==> src/rtl/fetch_ctrl_pkg.sv <==
// Pipeline-wide constants shared by the fetch stage: FSM state encoding,
// the next-PC source select, and the default reset PC.
package fetch_ctrl_pkg;

  localparam logic [31:0] RESET_PC_DEFAULT = 32'h0000_0000;

  typedef enum logic [1:0] {
    RUN    = 2'd0,
    HALTED = 2'd1,
    ISR    = 2'd2
  } fetch_state_t;

  typedef enum logic [1:0] {
    SEL_PRE  = 2'd0,
    SEL_NPC  = 2'd1,
    SEL_INT  = 2'd2,
    SEL_HOLD = 2'd3
  } pc_sel_t;

endpackage

==> src/rtl/fetch_ctrl_sat_counter.sv <==
// Saturating up-counter; holds at all-ones instead of wrapping.
module sat_counter #(
  parameter int W = 16
) (
  input  logic         clk,
  input  logic         RST,
  input  logic         inc,
  output logic [W-1:0] count
);

  logic [W-1:0] count_reg;

  always_ff @(posedge clk) begin
    if (RST) begin
      count_reg <= '0;
    end else if (inc && (count_reg != {W{1'b1}})) begin
      count_reg <= count_reg + 1'b1;
    end
  end

  assign count = count_reg;

endmodule

==> src/rtl/fetch_ctrl.sv <==
// Fetch PC sequencer: picks the next PC from predictor, EX correction,
// interrupt/ERET vector or hold; tracks RUN/HALTED/ISR and pending interrupts.
module fetch_ctrl
  import fetch_ctrl_pkg::*;
#(
  parameter logic [31:0] RESET_PC = RESET_PC_DEFAULT,
  parameter int          CNT_W    = 16
) (
  input  logic             clk,
  input  logic             RST,
  input  logic             stall,
  input  logic             halt,
  input  logic             interrupt,
  input  logic             eret,
  input  logic [31:0]      int_pc,
  input  logic [31:0]      pc_pre,
  input  logic             branch_old,
  input  logic             preright_old,
  input  logic [31:0]      pc_npc,
  output logic [31:0]      pc_now,
  output logic             flush,
  output logic             halted,
  output logic             in_isr,
  output logic [CNT_W-1:0] branch_cnt,
  output logic [CNT_W-1:0] mispred_cnt
);

  fetch_state_t state_reg, state_next;
  logic [31:0]  pc_reg, pc_next;
  logic         int_pend_reg, int_pend_next;
  pc_sel_t      pc_sel;

  logic mispredict, int_take, eret_take;
  logic branch_acc, mispred_acc;

  always_comb begin
    mispredict  = branch_old & ~preright_old;
    int_take    = (interrupt | int_pend_reg) && (state_reg != ISR);
    eret_take   = eret && (state_reg == ISR);
    // A halted pipeline has nothing in EX worth counting or redirecting on.
    branch_acc  = branch_old && (state_reg != HALTED);
    mispred_acc = branch_acc && ~preright_old;
  end

  always_comb begin
    state_next    = state_reg;
    pc_sel        = SEL_PRE;
    flush         = 1'b0;
    int_pend_next = int_pend_reg;

    if (int_take) begin
      pc_sel     = SEL_INT;
      state_next = ISR;
      flush      = 1'b1;
    end else if (eret_take) begin
      pc_sel     = SEL_INT;
      state_next = RUN;
      flush      = 1'b1;
    end else if (mispredict && (state_reg != HALTED)) begin
      // Any halt this cycle came from a younger, squashed instruction.
      pc_sel = SEL_NPC;
      flush  = 1'b1;
    end else if (halt && (state_reg != HALTED)) begin
      pc_sel     = SEL_HOLD;
      state_next = HALTED;
    end else if (stall || (state_reg == HALTED)) begin
      pc_sel = SEL_HOLD;
    end

    // An interrupt that is not taken can only be one arriving during ISR.
    if (int_take) begin
      int_pend_next = 1'b0;
    end else if (interrupt) begin
      int_pend_next = 1'b1;
    end
  end

  always_comb begin
    case (pc_sel)
      SEL_PRE: pc_next = pc_pre;
      SEL_NPC: pc_next = pc_npc;
      SEL_INT: pc_next = int_pc;
      default: pc_next = pc_reg;
    endcase
  end

  always_ff @(posedge clk) begin
    if (RST) begin
      state_reg    <= RUN;
      pc_reg       <= RESET_PC;
      int_pend_reg <= 1'b0;
    end else begin
      state_reg    <= state_next;
      pc_reg       <= pc_next;
      int_pend_reg <= int_pend_next;
    end
  end

  sat_counter #(.W(CNT_W)) u_branch_cnt (
    .clk   (clk),
    .RST   (RST),
    .inc   (branch_acc),
    .count (branch_cnt)
  );

  sat_counter #(.W(CNT_W)) u_mispred_cnt (
    .clk   (clk),
    .RST   (RST),
    .inc   (mispred_acc),
    .count (mispred_cnt)
  );

  assign pc_now = pc_reg;
  assign halted = (state_reg == HALTED);
  assign in_isr = (state_reg == ISR);

endmodule

==> config.mk <==
export PLATFORM = sky130hd
export DESIGN_NAME = fetch_ctrl
export DESIGN_NICKNAME = d
export VERILOG_FILES = /design/src/rtl/fetch_ctrl_pkg.sv /design/src/rtl/fetch_ctrl_sat_counter.sv /design/src/rtl/fetch_ctrl.sv
export SDC_FILE = /design/constraint.sdc
export NUM_CORES = 1
export LEC_CHECK = 0
export ABC_AREA = 1
export BUFFER_PORTS_ARGS = -buffer_cell sky130_fd_sc_hd__buf_2
export CAP_MARGIN = 20
export CORE_MARGIN = 5
export CORE_UTILIZATION = 50
export DETAILED_ROUTE_END_ITERATION = 12
export GPL_TIMING_DRIVEN = 0
export PLACE_DENSITY = 0.84
export SYNTH_ARGS = -nofsm -noshare
export SYNTH_HDL_FRONTEND = slang
export SYNTH_SLANG_ARGS = --single-unit
==> constraint.sdc <==
create_clock -name clk -period 5.2 [get_ports clk]
set_input_delay 1.04 -clock clk [delete_from_list [all_inputs] [get_ports clk]]
set_output_delay 1.04 -clock clk [all_outputs]
set_load 0.005 [all_outputs]
Word level (Yosys, flattened, before mapping). Cells that the tools add are included.

Flip-flop bits (word level): 67. Input port bits: 104. Output and inout port bits: 67. Logic and storage cells: 50.

Add/sub/neg operators: 2. Equal/unequal tests: 9. Mux-type cells: 13. Bitwise operators: 4. Reduce and logical (&&, ||, !) cells: 16.

Operator list (count): case mux 32 bit (3 select lines) (1); adder 16 x 1 -> 16 bit, second input constant (2); != test 16 bit, second input constant (2); two-way mux 2 bit (9); logical AND 1 bit (8); nonzero test 3 bit (2); == test 2 x 1 -> 1 bit, second input constant (2); == test 2 bit, second input constant (2); AND reduction 2 bit (2); two-way mux 1 bit (3); != test 3 bit, second input constant (1); OR reduction 3 bit (1); logical NOT 2 bit (1); != test 2 x 1 -> 1 bit, second input constant (1); != test 2 bit, second input constant (1); NOT 1 bit (2); OR reduction 2 bit (1); AND 1 bit (1); logical OR 1 bit (1); OR 1 bit (1).

Depth between registers and ports, before layout. Gate-level depths: netlist of the first run.

Word-level depth: 9. Depth in mapped cells: 14.

Cells and area by module. Synthesis of the first run repeated with hierarchy kept, for this count alone.

Cell total of the unflattened synthesis: 617. Area total of the unflattened synthesis: 3875.0 um^2.

Modules (own cells, without submodules): fetch_ctrl (times used 1, cells each 319, area each 2015.7 um^2); sat_counter (times used 2, cells each 149, area each 929.6 um^2).

Least setup slack after synthesis of the first run. Ideal clock, no wire load.

Path kind: input to register. Start point: input port interrupt. End point: register pc_reg[7], in the netlist pc_now[7]. Setup time: 122 ps. Arrival time: 2676 ps. Setup slack: 2402 ps. Stages on the path: 11. Buffers on the path: 1. Path through: or2_2 o21ai_0 nand2_1 nor2_1 inv_1 ha_1 inv_1 clkbuf_1 nand3_1 o21ai_0 a21oi_1.

Cells in the longest elaborated chain, start to end: 5. Elaborated cells on any way between the ends: 8. Classes of those cells: eq/ne: 2; mux: 2; bitwise: 1; reduce/logical: 3.

Ends and longest elaborated chain: start: declaration (line fetch_ctrl.sv:13) `input logic interrupt,`; OR 1 bit (*) (line fetch_ctrl.sv:38) `int_take = (interrupt | int_pend_reg) && (state_reg != ISR);`; logical AND 1 bit (*) (line fetch_ctrl.sv:38); two-way mux 2 bit (*) (line fetch_ctrl.sv:51) `if (int_take) begin`; == test 2 bit (tied with other cells) (line fetch_ctrl.sv:79) `case (pc_sel)`; case mux 32 bit (3 select lines) / nonzero test 3 bit (equally long branches); end signal: assignment (line fetch_ctrl.sv:94) `pc_reg <= pc_next;`; end: declaration (line fetch_ctrl.sv:29) `logic [31:0] pc_reg, pc_next;`.

Mark *: on every way between the ends. The rest lies on a longest branch, timed or not. A chain may end at the register's enable or synchronous reset.

Worst setup path after layout of the first run.
Start point: input port interrupt. End point: output port flush.

Cells in the longest elaborated chain, start to end: 3.

Ends and longest elaborated chain: OR 1 bit (line fetch_ctrl.sv:38); logical AND 1 bit (line fetch_ctrl.sv:38); two-way mux 1 bit (line fetch_ctrl.sv:51); end: declaration (line fetch_ctrl.sv:21) `output logic flush,`.

No other way between the ends.

==> impl_metrics.ini, run 1 <==
[setup_path]
crit_path_start_kind = primary input
endpoint_kind = output port
crit_fanout = 3
critPathKind = in -> out
required_ns = 4.16
arrival_ns = 1.92

[clock_network]
htreeDepth = 3
cts_setup_buffers = 0
clk_latency_ns = 0.34
clk_path_buf_depth = 2
cts_made_buffers = 9
cts.hold.buffers_added = 0
clk_pin_slew_ns = 0.06
ctsResizeCount = 0
clockRootBuffer = clkbuf_8
cts_tree = built
clkSinkCount = 67

[place]
pre_cts_slack_ns = 1.992
portBuffers = 170
place_congestion = 0.9571
placedCellCount = 836
post-dp-hpwl_mm = 9.776

[detailed_routing]
drt_iter0_drc = 164
firstDrtPassIters = 4
wl_per_cell_um = 14.47
vias = 4583
viasPerCell = 5.367
wl_mm = 12.36
detail-route-antenna-nets = 0
drc = 0

[synthesis]
syn_inst = 567
synth_cell_types = 31
yosysWarnings = 0
synth_top_area_share_pct = 35.52
synth_area_mm2 = 0.003776
yosysSeqAreaShare_pct = 35.52
yosys.area.top_type = dfxtp_1
ys_top_cells_by_area = dfxtp_1, nand2_1, a21oi_1, nor2_1, o21ai_0
synth_seq_cells = 67
synth_fp_nets = 676
synth_area_per_cell_um2 = 6.660

[global_route]
antenna_found_initial = 3
grt_usage_pct = 25.94
grt_pass1_wl_mm = 20.43
grt_pass1_vias = 4470
use_met3_pct = 6.547
grt_use_met1_pct = 29.88
gr-usage-met2_pct = 45.17
grt-busiest-layer = met2
grt_max_degree = 11
grt-ovfl-total = 0

[die]
fp.dieW_um = 96.91
core_mm2 = 0.007292
io_pins = 171
fp.dieH_um = 96.91
die_area_mm2 = 0.009391
initial_core_util_pct = 51.78
num_rows = 31

[power]
swShare_pct = 31.16
p_sw_mw = 0.4270
pwr-share-clk_pct = 31.3
seqPwrFrac_pct = 43.1
p_int_mw = 0.9432
pwr-share-comb_pct = 25.6
p_leak_nw = 2.488
powerDensity_mw_per_mm2 = 276.5
ir_worst_vdd_v = 0.0001673

[worst_hold_path]
hold_class = reg -> reg

[sta]
drv_slew = 0
min_period_over_period_pct = 57.01
hold_viol_final = 0
timing.fmax_mhz = 337.3
setup_viol = 0
skew_ns = 0.006637
finalWorstSetupSlack_ns = 2.235
finalSetupTns_ns = 0
rsz0062_at_grt = no
min_period_ns = 2.965
worst_pin_slew_ns = 0.5112
slew_headroom_pct = 65.92

[status]
outcome = finished, final reports clean

[cells_and_area]
final_cells = 854
largest_reg_flops = 32
fillers = 705
areaGrowthSynthToFinish_pct = 31.25
final_nets = 857
drive_above_1_share_pct = 30.32

[flow_run]
max_cap_violations = 0
-- critical path: stages --
cell and delay (ns):
buf_2 0.09, or2_2 0.27, o21ai_0 0.14, nand2_1 0.12, inv_1 0.08, nand2_1 0.05
buf_2 0.13
-- per-stage QoR --
step                hold slack, ns  cell area (µm²)  power, mW  utilization, %
floorplan                   0.4973             3776     0.7964               -
global placement            0.5091             4751     0.9417           65.15
detailed placement          0.5211             4751     0.9496           65.15
CTS                         0.5391             4949      1.378           67.86
global route                0.5639             4956      1.450           67.97
finish                      0.5297             4956      1.370           67.97
-- Yosys cell counts --
cell	n
nor3b_1	1
buf_4	2
nand3_2	3
buf_2	7
or2_2	1
clkbuf_2	1
nand3_1	40
nor2_1	75
inv_2	6
nor2_2	6
nor3_1	4
xnor2_1	1
a22o_1	23
dfxtp_1	67
nand4_2	1
clkinv_1	1
a31oi_1	8
buf_6	1
nand2_4	5
nand4_1	4
nor2_4	5
o21ai_1	3
xor2_1	2
inv_1	38
nand2_1	127
clkinv_2	1
clkbuf_1	17
a21oi_1	61
ha_1	5
o21ai_0	47
nand2_2	4
-- area by class of cell --
type	instances	area [µm²]	area share [%]
multi-input cells	426	2131	42.99
clock buffers	14	192.7	3.888
plain buffers	28	130.1	2.626
inverters	46	173.9	3.509
flip-flops and latches	67	1341	27.06
diodes	3	7.507	0.1515
well taps	99	123.9	2.499
repair buffers	170	850.8	17.17
clock inverters	1	5.005	0.1010
-- path summary, 6_finish.rpt --
| path | startpoint | to | slack, ns | cells past startpoint |
|---|---|---|---|---|
| hold / removal | u_branch_cnt.count[1] | u_branch_cnt.count[1] | 0.53 | 2 |
| setup reg to reg | state_reg[1] | pc_now[10] | 2.73 | 11 |
| hold reg to reg | u_branch_cnt.count[1] | u_branch_cnt.count[1] | 0.53 | 2 |
| setup / recovery | interrupt | flush | 2.24 | 7 |
-- placed cells by master (no fill, tap or decap), types with 5 or more instances in the layout --
master    Yosys  final
buf_2         7    177
nor2_1       75     75
o21ai_0      47     47
nor2_4        5      5
nand2_1     127    127
a22o_1       23     23
clkbuf_8      0     14
dfxtp_1      67     67
inv_1        38     38
a31oi_1       8      8
inv_2         6      6
nor2_2        6      6
nand3_1      40     40
ha_1          5      5
nand2_4       5      5
clkbuf_1     17     17
a21oi_1      61     61
-- kinds of logic after synthesis --
logic type / synth area share (%)
buffers and inverters: 8.051
and+or+nand+nor: 32.70
adders and majority gates: 1.657
AOI/OAI and AO/OA: 21.37
xor gates and xnor gates: 0.6960
DFF: 35.52
-- layer usage --
layer / wire, µm / share of wire [%]
met3: 950 / 7.7
met4: 413 / 3.3
met2: 6110 / 49
met1: 4883 / 40
met5: 0 / 0
-- power groups by stage --
stage          Clock, mW  Sequential [mW]  Combinational [mW]
6_report           0.428            0.591               0.351
5_1_grt            0.458            0.596               0.396
4_1_cts            0.438            0.590               0.351
3_5_place_dp           0            0.600               0.350
3_3_place_gp           0            0.600               0.342
2_1_floorplan          0            0.602               0.195
No activity file was read; power rests on OpenSTA's default activity.
==> run 2: changes to the inputs <==
ABC_AREA = 0   (was 1)
CORE_UTILIZATION = 47   (was 50)
PLACE_DENSITY = 0.81   (was 0.84)
clock period = 3 ns   (was 5.2 ns; I/O delays follow)
==> impl_metrics.ini, run 2 <==
[status]
outcome = finished, final reports clean

[cells_and_area]
layout_commonest_cell = buf_2
layout_common_cells = buf_2, dfxtp_1, nor2_1, a21oi_1
diodes = 0
final_cells = 741
final_nets = 743
largest_reg_flops = 32
areaGrowthSynthToFinish_pct = 31.64
postLayoutCoreUtil_pct = 62.89
fin_area_mm2 = 0.004810
drive_above_1_share_pct = 33.80

[synthesis]
synth.area.mux_share_pct = 3.973
synth_ff_type = dfxtp_1
synth_top_area_share_pct = 36.71
yosys.area.top_type = dfxtp_1
synth_area_per_cell_um2 = 8.012
synth_area_mm2 = 0.003654
synth_commonest_cells = dfxtp_1, a21oi_1, nor2_1
ys_top_cells_by_area = dfxtp_1, a221oi_1, nor2b_1, a21oi_1, nor3_1
yosysWarnings = 0
synth_fp_nets = 565
yosysSeqAreaShare_pct = 36.71
synth_seq_cells = 67
synth_compound_area_share_pct = 20.41
postSynth.asyncResetShare_pct = 0
synth-simple-area-share_pct = 32.33
synth_adder_area_share_pct = 1.712
synth_edf_count = 0
synth-xor-area-share_pct = 0
synth.most_common_cell = dfxtp_1
synth_cell_types = 43
syn_inst = 456
synth_top_family_by_area = simple AND/OR/NAND/NOR gates

[sta]
finalSetupTns_ns = 0
hold_viol_final = 0
fin_hold_ws_ns = 0.4905
skew_ns = 0.007120
finalWorstSetupSlack_ns = 0.2769
slew_headroom_pct = 35.59
drv_slew = 0
min_period_over_period_pct = 90.77
timing.fmax_mhz = 367.2
min_period_ns = 2.723
worst_pin_slew_ns = 0.9528
setup_viol = 0
rsz0062_at_grt = no

[place]
pre_cts_slack_ns = -0.2112
place_congestion = 0.9327
placedCellCount = 727
place_area_mm2 = 0.004627
post-dp-hpwl_mm = 9.033
portBuffers = 169

[power]
p_int_mw = 1.596
pwr-share-comb_pct = 27.3
p_sw_mw = 0.7308
pwr-share-clk_pct = 29.5
p_leak_nw = 2.093
ir_worst_vdd_v = 0.0002403
swShare_pct = 31.41
powerDensity_mw_per_mm2 = 483.8
total_power_mw = 2.327
seqPwrFrac_pct = 43.2

[die]
core_mm2 = 0.007647
fp.dieW_um = 98.17
initial_core_util_pct = 47.77
num_rows = 32
die_area_mm2 = 0.009636
io_pins = 171
fp.dieH_um = 98.17

[detailed_routing]
wl_mm = 11.52
wl_per_cell_um = 15.55
firstDrtPassIters = 5
viasPerCell = 5.622
drt_iter0_drc = 175
detail-route-antenna-nets = 0
drc = 0
vias = 4166

[setup_path]
crit_fanout = 10
endpoint_kind = register
critPathKind = in -> reg
crit_path_start_kind = primary input
rrSetupSlack_ns = 0.32
required_ns = 3.22
arrival_ns = 2.94

[clock_network]
clk_path_buf_depth = 2
htreeDepth = 3
clkSinkCount = 67
clk_latency_ns = 0.34
cts_setup_buffers = 0
ctsResizeCount = 0
cts_tree = built
cts_made_buffers = 9
clockRootBuffer = clkbuf_8
clk_pin_slew_ns = 0.07
cts.hold.buffers_added = 0

[global_route]
antenna_found_initial = 0
grt_pass1_wl_mm = 18.95
grt_usage_pct = 23.45
grt-ovfl-total = 0
grt_pass1_vias = 4074
grt_max_degree = 12

[worst_hold_path]
hold_class = reg -> reg

[flow_run]
max_cap_violations = 0
## run 2: cell types whose count changed in the layout (fill, tap and decap cells not counted), sizes merged, moves of 35 or more
cell | before | now
nand2 | 136 | 15
nor2b | 0 | 44
o21ai | 50 | 6
nor3 | 4 | 44
inv | 44 | 7
nand3 | 43 | 8
## run 2: per-layer routing
| layer | part of all wire (%) | track usage [%] |
|---|---|---|
| met4 | 2.4 | 9.664 |
| met5 | 0 | 0 |
| met1 | 42 | 28.62 |
| met2 | 49 | 39.95 |
| met3 | 7.1 | 5.143 |
## run 2: cell families after synthesis
| kind of cell | count (synthesis) |
|---|---|
| AND/OR/NAND/NOR | 214 |
| AO/OA/AOI/OAI | 112 |
| flip-flops | 67 |
| buffers and inverters | 45 |
| multiplexers | 13 |
| adder cells (fa/ha/maj) | 5 |
## run 2: final cells by class
class	count	area, µm²
Buffer	36	151.4
Clock buffer	12	155.1
Clock inverter	4	25.02
Fill cell	743	2838
Inverter	7	28.78
Multi-Input combinational cell	344	2135
Sequential cell	67	1341
Tap cell	102	127.6
Timing Repair Buffer	169	845.8
## run 2: worst paths after layout
check | start | endpoint | cells past startpoint
max reg2reg | state_reg[0] | pc_now[0] | 10
max | branch_old | pc_now[0] | 11
min | pc_now[0] | pc_now[0] | 2
min reg2reg | pc_now[0] | pc_now[0] | 2
## run 2: power by group through the flow
stage | sequential (mW) | clock, mW | combinational [mW]
finish | 1.01 | 0.687 | 0.634
global route | 1.02 | 0.741 | 0.711
CTS | 1.00 | 0.697 | 0.635
detailed placement | 1.03 | 0 | 0.632
global placement | 1.02 | 0 | 0.618
floorplan | 1.03 | 0 | 0.375
## run 2: worst max-delay path: stages
cell and delay, ns:
buf_2 0.14, nor2b_1 0.18, nand2_1 0.23, clkbuf_1 0.37, a21oi_1 0.16, ha_1 0.32, clkbuf_2 0.23, a221oi_1 0.45
nor3_1 0.09, a21oi_1 0.13, nor2_1 0.05
==> run 3: changes to the inputs <==
CORE_UTILIZATION = 42   (was 47)
PLACE_DENSITY = 0.76   (was 0.81)
clock period = 2.2 ns   (was 3 ns; I/O delays follow)
==> impl_metrics.ini, run 3 (same netlist as run 2, synthesis figures left out) <==
[status]
outcome = finished, final reports clean

[setup_path]
crit_path_start_kind = register
arrival_ns = 2.46
endpoint_kind = register
required_ns = 2.48
crit_fanout = 10
critPathKind = reg -> reg

[cells_and_area]
fillers = 736
final_cells = 761
largest_reg_flops = 32
drive_above_1_share_pct = 46.47
layout_common_cells = buf_2, dfxtp_1, nor2_1, a21oi_1, nor2b_1
regArea_mm2 = 0.001345
multi_input_area_mm2 = 0.002613
fin_area_mm2 = 0.005534
areaGrowthSynthToFinish_pct = 51.47
final_nets = 757
layout_commonest_cell = buf_2

[detailed_routing]
firstDrtPassIters = 4
drc = 0
viasPerCell = 5.623
wl_mm = 12.91
detail-route-antenna-nets = 0
vias = 4279
wl_per_cell_um = 16.96
drt_iter0_drc = 165

[clock_network]
clk_pin_slew_ns = 0.07
cts_tree = built
clockRootBuffer = clkbuf_8
clkSinkCount = 67
htreeDepth = 3
cts_made_buffers = 9
clk_path_buf_depth = 2
clk_latency_ns = 0.34

[global_route]
grt_pass1_wl_mm = 18.68
grt-ovfl-total = 0
grt_pass1_vias = 4039
grt_usage_pct = 21.94
antenna_found_initial = 1
grt_max_degree = 11

[sta]
skew_ns = 0.01011
drv_slew = 0
min_period_ns = 2.181
rsz0062_at_grt = yes
worst_pin_slew_ns = 0.9081
setup_viol = 0
finalWorstSetupSlack_ns = 0.01933
min_period_over_period_pct = 99.12
fin_hold_ws_ns = 0.4131
timing.fmax_mhz = 458.6
slew_headroom_pct = 38.61
hold_viol_final = 0

[die]
core_mm2 = 0.008593
initial_core_util_pct = 42.52
fp.dieH_um = 103.3
fp.dieW_um = 103.3
die_area_mm2 = 0.01066
num_rows = 34
io_pins = 171

[power]
p_sw_mw = 1.135
pwr-share-clk_pct = 24.8
ir_worst_vdd_v = 0.0002695
powerDensity_mw_per_mm2 = 635.1
seqPwrFrac_pct = 39.2
swShare_pct = 32.30
p_int_mw = 2.380
p_leak_nw = 2.335
pwr-share-comb_pct = 36.0
total_power_mw = 3.515

[place]
post-dp-hpwl_mm = 9.251
place_congestion = 0.8915
pre_cts_slack_ns = -0.8008
placedCellCount = 733
portBuffers = 169
place_area_mm2 = 0.004636

[worst_hold_path]
hold_class = in -> reg

[flow_run]
max_cap_violations = 0
run 3: cell count changes in the layout (fill, tap and decap cells not counted), sizes merged:
| cell | before | now |
|---|---|---|
| buf | 177 | 202 |
| clkbuf | 40 | 30 |
| clkinv | 2 | 1 |
| clkinvlp | 2 | 1 |
| diode | 0 | 1 |
run 3: final timing paths:
check / startpoint / end / slack [ns] / cells past startpoint
worst min register to register: pc_now[22] / pc_now[22] / 0.49 / 2
worst max-delay path: state_reg[1] / pc_now[16] / 0.02 / 11
worst max register to register: state_reg[1] / pc_now[16] / 0.02 / 11
worst min-delay path: interrupt / int_pend_reg / 0.41 / 3
run 3: worst max-delay path: stages (launching register included):
cell      delay [ns]
dfxtp_2         0.33
nand2b_4        0.16
inv_6           0.05
or3_4           0.34
o21ai_4         0.15
ha_4            0.23
buf_12          0.14
buf_4           0.16
nor2b_1         0.14
nor3_1          0.24
a21oi_1         0.07
nor2_1          0.10
run 3: per-layer routing:
layer  track usage [%]  vias to the layer above  part of all wire [%]
li1                  -                     2086                     -
met1             23.88                     2011                    39
met2             40.60                      157                    51
met3             5.366                       25                   7.2
met4             8.765                        0                   2.1
met5                 0                        -                     0
run 3: timing repair:
item | 4_1_cts | 5_1_grt
hold buffers | 0 | 0
pin swaps | 3 | 6
resized for setup | 87 | 58
setup endpoints to repair | 33 | 36
buffers inserted | 4 | 8
cloned | 0 | 2
hold endpoints to repair | 0 | 0
run 3: power groups by stage:
stage	clock network, mW	logic (mW)	registers, mW
floorplan	0	0.512	1.41
global route	0.945	1.38	1.39
finish	0.873	1.26	1.38
global placement	0	0.846	1.40
detailed placement	0	0.863	1.40
CTS	0.898	1.08	1.37
run 3: metrics by stage:
step | utilization (%) | TNS (ns)
floorplan | - | -1.208
global placement | 53.95 | -22.04
detailed placement | 53.95 | -23.67
CTS | 60.76 | 0
global route | 64.40 | -0.6872
finish | 64.40 | 0
run 3: area by class of cell:
class,count,share of cell area (%)
multi-input cells,344,47.21
flip-flops and latches,67,24.30
clock inverters,2,0.2261
clock buffers,13,2.690
diodes,1,0.04522
inverters,7,0.5652
plain buffers,36,4.657
well taps,108,2.442
repair buffers,183,17.86
